**config.mk**
```make
export PLATFORM = sky130hd
export DESIGN_NAME = control_adv
export DESIGN_NICKNAME = d
export VERILOG_FILES = /design/src/rtl/control_adv.sv
export SDC_FILE = /design/constraint.sdc
export NUM_CORES = 1
export LEC_CHECK = 0
export ABC_AREA = 0
export CAP_MARGIN = 15
export CORE_ASPECT_RATIO = 0.7
export CORE_MARGIN = 1
export CORE_UTILIZATION = 55
export CTS_BUF_LIST = sky130_fd_sc_hd__clkbuf_16
export CTS_CLUSTER_SIZE = 30
export DETAILED_ROUTE_END_ITERATION = 16
export PLACE_DENSITY = 0.74
export SYNTH_ARGS = -nofsm -noshare
export SYNTH_HDL_FRONTEND = slang
export SYNTH_SLANG_ARGS = --single-unit
```
**constraint.sdc**
```tcl
create_clock -name clk -period 5.45 [get_ports clk]
set_clock_uncertainty 0.2 [all_clocks]
set_input_delay 0.545 -clock clk [delete_from_list [all_inputs] [get_ports clk]]
set_output_delay 0.545 -clock clk [all_outputs]
set_load 0.005 [all_outputs]
```
**src/rtl/control_adv.sv**
```systemverilog
// User-control unit for the clock/calendar: synchronises and debounces the
// push buttons, generates up/down pulses with auto-repeat, steps through the
// editable items and leaves edit mode on inactivity.
//
// state     | meaning
// ----------+--------------------------------------------------------------
// S_COUNT   | counters run, display group follows dis_sel
// S_EDIT    | counters stopped, select_item blinks, buttons act on it
// S_LOCKOUT | edit timed out; wait for mode_sel low before allowing re-entry
module control_adv #(
  parameter int NUM_ITEMS    = 6,
  parameter int ITEM_W       = 3,
  parameter int TIME_ITEMS   = 3,
  parameter int DEB_CYCLES   = 50000,
  parameter int REPEAT_DELAY = 25000000,
  parameter int REPEAT_RATE  = 5000000,
  parameter int TIMEOUT_CYC  = 500000000
) (
  input  logic              clk,
  input  logic              rst,
  input  logic              dis_sel,
  input  logic              mode_sel,
  input  logic              adjust,
  input  logic              up_btn,
  input  logic              down_btn,
  output logic              en_1,
  output logic              dem_chinh,
  output logic              smh_dmy,
  output logic [ITEM_W-1:0] select_item,
  output logic              blink_en,
  output logic              up,
  output logic              down,
  output logic              timeout
);

  localparam int DEB_W   = $clog2(DEB_CYCLES + 1);
  localparam int REP_MAX = (REPEAT_DELAY > REPEAT_RATE) ? REPEAT_DELAY : REPEAT_RATE;
  localparam int REP_W   = $clog2(REP_MAX + 1);
  localparam int TMO_W   = $clog2(TIMEOUT_CYC + 1);

  localparam logic [DEB_W-1:0]  DEB_LAST   = DEB_W'(DEB_CYCLES - 1);
  localparam logic [REP_W-1:0]  DELAY_LAST = REP_W'(REPEAT_DELAY - 1);
  localparam logic [REP_W-1:0]  RATE_LAST  = REP_W'(REPEAT_RATE - 1);
  localparam logic [TMO_W-1:0]  TMO_LAST   = TMO_W'(TIMEOUT_CYC - 1);
  localparam logic [ITEM_W-1:0] SEL_LAST   = ITEM_W'(NUM_ITEMS - 1);
  localparam logic [ITEM_W-1:0] SEL_DATE   = ITEM_W'(TIME_ITEMS);

  typedef enum logic [1:0] {S_COUNT, S_EDIT, S_LOCKOUT} state_t;

  // bit order: 4 down, 3 up, 2 adjust, 1 mode_sel, 0 dis_sel
  logic [4:0]        sync1_q, sync2_q;
  // button order: 2 down, 1 up, 0 adjust
  logic [2:0]        btn_s, filt_q, filt_d, prev_q, press;
  logic [DEB_W-1:0]  deb_cnt_q [3];
  logic [DEB_W-1:0]  deb_cnt_d [3];
  // repeat order: 1 down, 0 up
  logic [1:0]        act_q, act_d, fire;
  logic [REP_W-1:0]  rep_q [2];
  logic [REP_W-1:0]  rep_d [2];
  logic [TMO_W-1:0]  idle_q, idle_d;
  state_t            state_q, state_d;
  logic [ITEM_W-1:0] sel_q, sel_d;
  logic              en_q, en_d, dem_q, dem_d, smh_q, smh_d, blink_q, blink_d;
  logic              up_q, up_d, down_q, down_d, timeout_q, timeout_d;
  logic              mode_s, dis_s, edit_stay, activity;

  assign btn_s  = sync2_q[4:2];
  assign mode_s = sync2_q[1];
  assign dis_s  = sync2_q[0];
  assign press  = filt_q & ~prev_q;
  // pulses only while EDIT persists; a falling mode_sel takes priority
  assign edit_stay = (state_q == S_EDIT) && mode_s;

  // Debounce: accept a new level only after DEB_CYCLES consecutive differing cycles
  always_comb begin
    for (int i = 0; i < 3; i++) begin
      filt_d[i]    = filt_q[i];
      deb_cnt_d[i] = '0;
      if (btn_s[i] != filt_q[i]) begin
        if (deb_cnt_q[i] == DEB_LAST) filt_d[i] = btn_s[i];
        else                          deb_cnt_d[i] = deb_cnt_q[i] + 1'b1;
      end
    end
  end

  // Auto-repeat: first pulse on press, then after the delay, then at the rate.
  // Both buttons held disarms both, so the survivor needs a fresh press.
  always_comb begin
    for (int j = 0; j < 2; j++) begin
      fire[j]  = 1'b0;
      act_d[j] = act_q[j];
      rep_d[j] = rep_q[j];
      if (!edit_stay || !filt_q[j+1] || filt_q[2-j]) begin
        act_d[j] = 1'b0;
        rep_d[j] = '0;
      end else if (press[j+1]) begin
        fire[j]  = 1'b1;
        act_d[j] = 1'b1;
        rep_d[j] = DELAY_LAST;
      end else if (act_q[j]) begin
        if (rep_q[j] == '0) begin
          fire[j]  = 1'b1;
          rep_d[j] = RATE_LAST;
        end else begin
          rep_d[j] = rep_q[j] - 1'b1;
        end
      end
    end
  end

  // Mode FSM, inactivity timer, item selector and registered output values
  always_comb begin
    activity  = (|press) || (|fire);
    state_d   = state_q;
    timeout_d = 1'b0;
    case (state_q)
      S_COUNT:   if (mode_s) state_d = S_EDIT;
      S_EDIT: begin
        if (!mode_s) begin
          state_d = S_COUNT;
        end else if (idle_q == TMO_LAST && !activity) begin
          state_d   = S_LOCKOUT;
          timeout_d = 1'b1;
        end
      end
      S_LOCKOUT: if (!mode_s) state_d = S_COUNT;
      default:   state_d = S_COUNT;
    endcase

    idle_d = '0;
    if (state_q == S_EDIT && state_d == S_EDIT && !activity) idle_d = idle_q + 1'b1;

    sel_d = sel_q;
    if (state_d != S_EDIT)                 sel_d = '0;
    else if (edit_stay && press[0])        sel_d = (sel_q == SEL_LAST) ? '0 : sel_q + 1'b1;

    en_d    = (state_d != S_EDIT);
    dem_d   = (state_d == S_EDIT);
    blink_d = (state_d == S_EDIT);
    smh_d   = (state_d == S_EDIT) ? (sel_d >= SEL_DATE) : dis_s;
    up_d    = fire[0];
    down_d  = fire[1];
  end

  // All state and output flops
  always_ff @(posedge clk or negedge rst) begin
    if (!rst) begin
      sync1_q   <= '0;
      sync2_q   <= '0;
      filt_q    <= '0;
      prev_q    <= '0;
      for (int i = 0; i < 3; i++) deb_cnt_q[i] <= '0;
      act_q     <= '0;
      for (int j = 0; j < 2; j++) rep_q[j] <= '0;
      idle_q    <= '0;
      state_q   <= S_COUNT;
      sel_q     <= '0;
      en_q      <= 1'b1;
      dem_q     <= 1'b0;
      smh_q     <= 1'b0;
      blink_q   <= 1'b0;
      up_q      <= 1'b0;
      down_q    <= 1'b0;
      timeout_q <= 1'b0;
    end else begin
      sync1_q   <= {down_btn, up_btn, adjust, mode_sel, dis_sel};
      sync2_q   <= sync1_q;
      filt_q    <= filt_d;
      prev_q    <= filt_q;
      for (int i = 0; i < 3; i++) deb_cnt_q[i] <= deb_cnt_d[i];
      act_q     <= act_d;
      for (int j = 0; j < 2; j++) rep_q[j] <= rep_d[j];
      idle_q    <= idle_d;
      state_q   <= state_d;
      sel_q     <= sel_d;
      en_q      <= en_d;
      dem_q     <= dem_d;
      smh_q     <= smh_d;
      blink_q   <= blink_d;
      up_q      <= up_d;
      down_q    <= down_d;
      timeout_q <= timeout_d;
    end
  end

  assign en_1        = en_q;
  assign dem_chinh   = dem_q;
  assign smh_dmy     = smh_q;
  assign select_item = sel_q;
  assign blink_en    = blink_q;
  assign up          = up_q;
  assign down        = down_q;
  assign timeout     = timeout_q;

endmodule
```
==> key figures <==
Drt
  • Number of routed nets with antenna violations: 0
  • Top routing layer in use: met4
  • Total number of vias: 6322
  • Wire per inst: between 15 and 20 µm
  • Total routed wirelength: 17500 µm
  • Metal2 WL: 7860 µm
  • Vias per std cell: 6.20
  • Met3 wire length: 957 µm
  • DRT iter0 DRCs: 575
  • DR DRC count: 0
  • WL met1: 8510 µm
  • DRT Pass-1 Iters: 6

Yosys
  • Async S/R FF share, synth: 1.00
  • Syn Nets: 829
  • Mapped Area: 7940 µm²
  • Post-synthesis mux area share: 0.00425
  • Largest cells by area after synthesis: dfrtp_1 (49%), xor2_1 (5.0%), nor2_1 (4.0%), nor3_1 (3.5%), xnor2_1 (3.2%)
  • Cell variety after synth: 68
  • Yosys top cell by area: dfrtp_1
  • Synth Area in Adders: 0.0126
  • Compound-cell area share of the yosys netlist: 0.124
  • XOR/XNOR Fraction of Synth Area: 0.0816
  • Main combinational cell family by area after synthesis: simple AND/OR/NAND/NOR gates
  • Post-Syn Instances: 814
  • Register bit total from synthesis: 156
  • Ys flop type: dfrtp_1
  • Post-Syn Area per Cell: 9.75 µm²
  • Seq/Total Area, Yosys: 0.492
  • Simple-gate share of the synthesized area: 0.257
  • Post-synth top area share: 0.488
  • Post-synth EDFFs: 0
  • Yosys warns: 0

Setup path
  • Worst stage delay on the critical path: 810 ps
  • Arrival time of the worst setup path: about 3500 ps
  • Worst Path Buf+Inv: 0
  • Crit-path max FO: 29
  • Crit path cell chain: nor2b_1 -> o2111a_1 -> nand4_1 -> nand2_1 -> nor3_1
  • CP required: 5510 ps
  • Critical path's top delay family: simple AND/OR/NAND/NOR gates
  • Crit path max-delay cell type: nand2_1
  • Worst setup EP type: flop
  • Crit Path Class: reg -> reg
  • Startpoint Class: flop

Clocking
  • PostCTS Resize Cnt: 0
  • Clock transition at path regs: 60 ps
  • Root buf cell: clkbuf_16
  • Clock tree buffer depth: 2
  • Worst-Skew Late Latency: 430 ps
  • CTS tree: built
  • CTS H-tree lvls: 4
  • TritonCTS buffer count: 17
  • Clock sink count: 156

Die
  • Initial core utilization: 0.567
  • Chip height: 103 µm
  • Top-level I/O count: 17
  • Die X-Extent: 146 µm
  • CORE AREA: 14000 µm²
  • # rows: 36
  • DIE AREA: 14900 µm²

Timing
  • Setup TNS: 0 ps
  • Final setup vio count: 0
  • Minimum clock period: 3430 ps
  • WHS: 156 ps
  • Slew Viols, Final: 0
  • F_max: slightly below 300 MHz
  • Headroom to the max-slew limit: 0.244
  • Final Hold Vio Count: 0
  • Final period util: 0.630
  • RSZ-0062 raised after global routing: no
  • Slew @ Worst Pin: between 1000 and 1500 ps

Cells and area
  • Final cell count without fillers: 1019
  • Commonest non-fill, non-tap cell in the layout: dfrtp_1
  • Most frequent cells in the layout: dfrtp_1 (155), nor2_1 (85), nor3_1 (56), nand2_1 (50), nand3_1 (50)
  • ANT cells: 0
  • Nets: 831
  • Area growth, synth to finish: 10.7%
  • Design area: 8790 µm²
  • Proportion of layout cells with a drive suffix above 1: 0.0796

Placement
  • PortBufs: 16
  • Dpl cells: 985
  • Placed cell areas: 8210 µm²
  • Routability cong.: 0.923
  • HPWL Detailed: between 10000 and 15000 µm

Power
  • PD cells: 268 nW/µm²
  • IR drop worst, VDD: 0.000226 V
  • Leakage: 0.00400 µW
  • Total power: about 2400 µW

Global route
  • Initial antenna violation count: 0
  • Number of global-route vias before repair: 5961
  • GRT Total Usage: 0.247
  • First-pass GRT wire length: 29200 µm
  • Largest net degree at the start of global routing: 115
  • Total gr overflow: 0

Status
  • Status: complete, no violations

Run
  • Max cap viols: 0

Hold path
  • Worst hold path class: reg -> reg
registers in the layout, summed over array words and instances, names as in the netlist, 2 cells and up:
signal and count:
filt_q 3, deb_cnt_q 48, prev_q 3, idle_q 29
select_item 3, sync1_q 5, rep_q 50, sync2_q 5
act_q 2, state_q 2
cells in the mapped netlist (8+ instances only):
cell / number
dfrtp_1: 155
nor2_1: 85
nor3_1: 56
nand2_1: 50
nand3_1: 50
xor2_1: 45
clkbuf_1: 30
xnor2_1: 29
nand4_1: 26
and3_1: 25
o21ai_0: 25
a31oi_1: 20
inv_1: 17
a21oi_1: 15
and4_1: 11
nor4_1: 11
or3_1: 10
o31ai_1: 9
or4_1: 9
a22o_1: 8
ha_1: 8
repair_timing:
| item | 4_1_cts | 5_1_grt |
|---|---|---|
| hold buffers | 0 | 1 |
| buffers inserted | 0 | 0 |
| hold endpoints to repair | 0 | 36 |
where the power goes:
group / internal [µW] / total, µW / switching, µW / leakage [µW]
combinational: 17.7 / 60.9 / 43.2 / 0.00161
clock: 624 / 1110 / 490 / 0.000251
sequential: 1170 / 1180 / 8.29 / 0.00214
total: 1810 / 2350 / 541 / 0.00400
per-stage QoR:
step,utilization,setup WS [ps]
2_1_floorplan,-,2910
3_3_place_gp,0.586,2280
3_5_place_dp,0.586,2100
4_1_cts,0.625,2080
5_1_grt,0.628,1880
6_report,0.628,2020
worst register-to-register path: stages (launching register included):
cell      delay, ps
dfrtp_1         500
nor2b_1         650
o2111a_1        610
nand4_1         330
nand2_1         810
nor3_1          180
final timing paths:
check | start | to | slack, ps | cells past startpoint
worst max-delay path | filt_q[2]$_DFFE_PN0P_ | idle_q[4]$_DFF_PN0_ | 2020 | 5
max in group asynchronous | rst | en_1$_DFF_PN1_ | 3780 | 3
worst max register to register | filt_q[2]$_DFFE_PN0P_ | idle_q[4]$_DFF_PN0_ | 2020 | 5
min in group asynchronous | rst | deb_cnt_q[29]$_DFF_PN0_ | 390 | 2
worst min-delay path | sync1_q[3]$_DFF_PN0_ | sync2_q[3]$_DFF_PN0_ | 160 | 0
worst min register to register | sync1_q[3]$_DFF_PN0_ | sync2_q[3]$_DFF_PN0_ | 160 | 0
cell type report:
| class | instances | area (µm²) |
|---|---|---|
| clock buffers | 17 | 425 |
| clock inverters | 15 | 123 |
| inverters | 18 | 67.6 |
| fillers | 1098 | 5220 |
| flip-flops and latches | 156 | 3910 |
| well taps | 190 | 238 |
| multi-input cells | 601 | 3800 |
| repair buffers | 22 | 229 |
per-layer routing:
layer	vias to the layer above	global-route usage
li1	2988	-
met1	3106	0.360
met2	208	0.375
met3	20	0.0372
met4	0	0.0996
met5	-	0
kinds of logic after synthesis:
family	after synthesis
muxes	3
DFF	156
AOI/OAI and AO/OA	133
and+or+nand+nor	383
xor gates and xnor gates	74
buffers and inverters	57
adders and majority gates	8
Note: power is estimated with default switching activity, not from simulation.
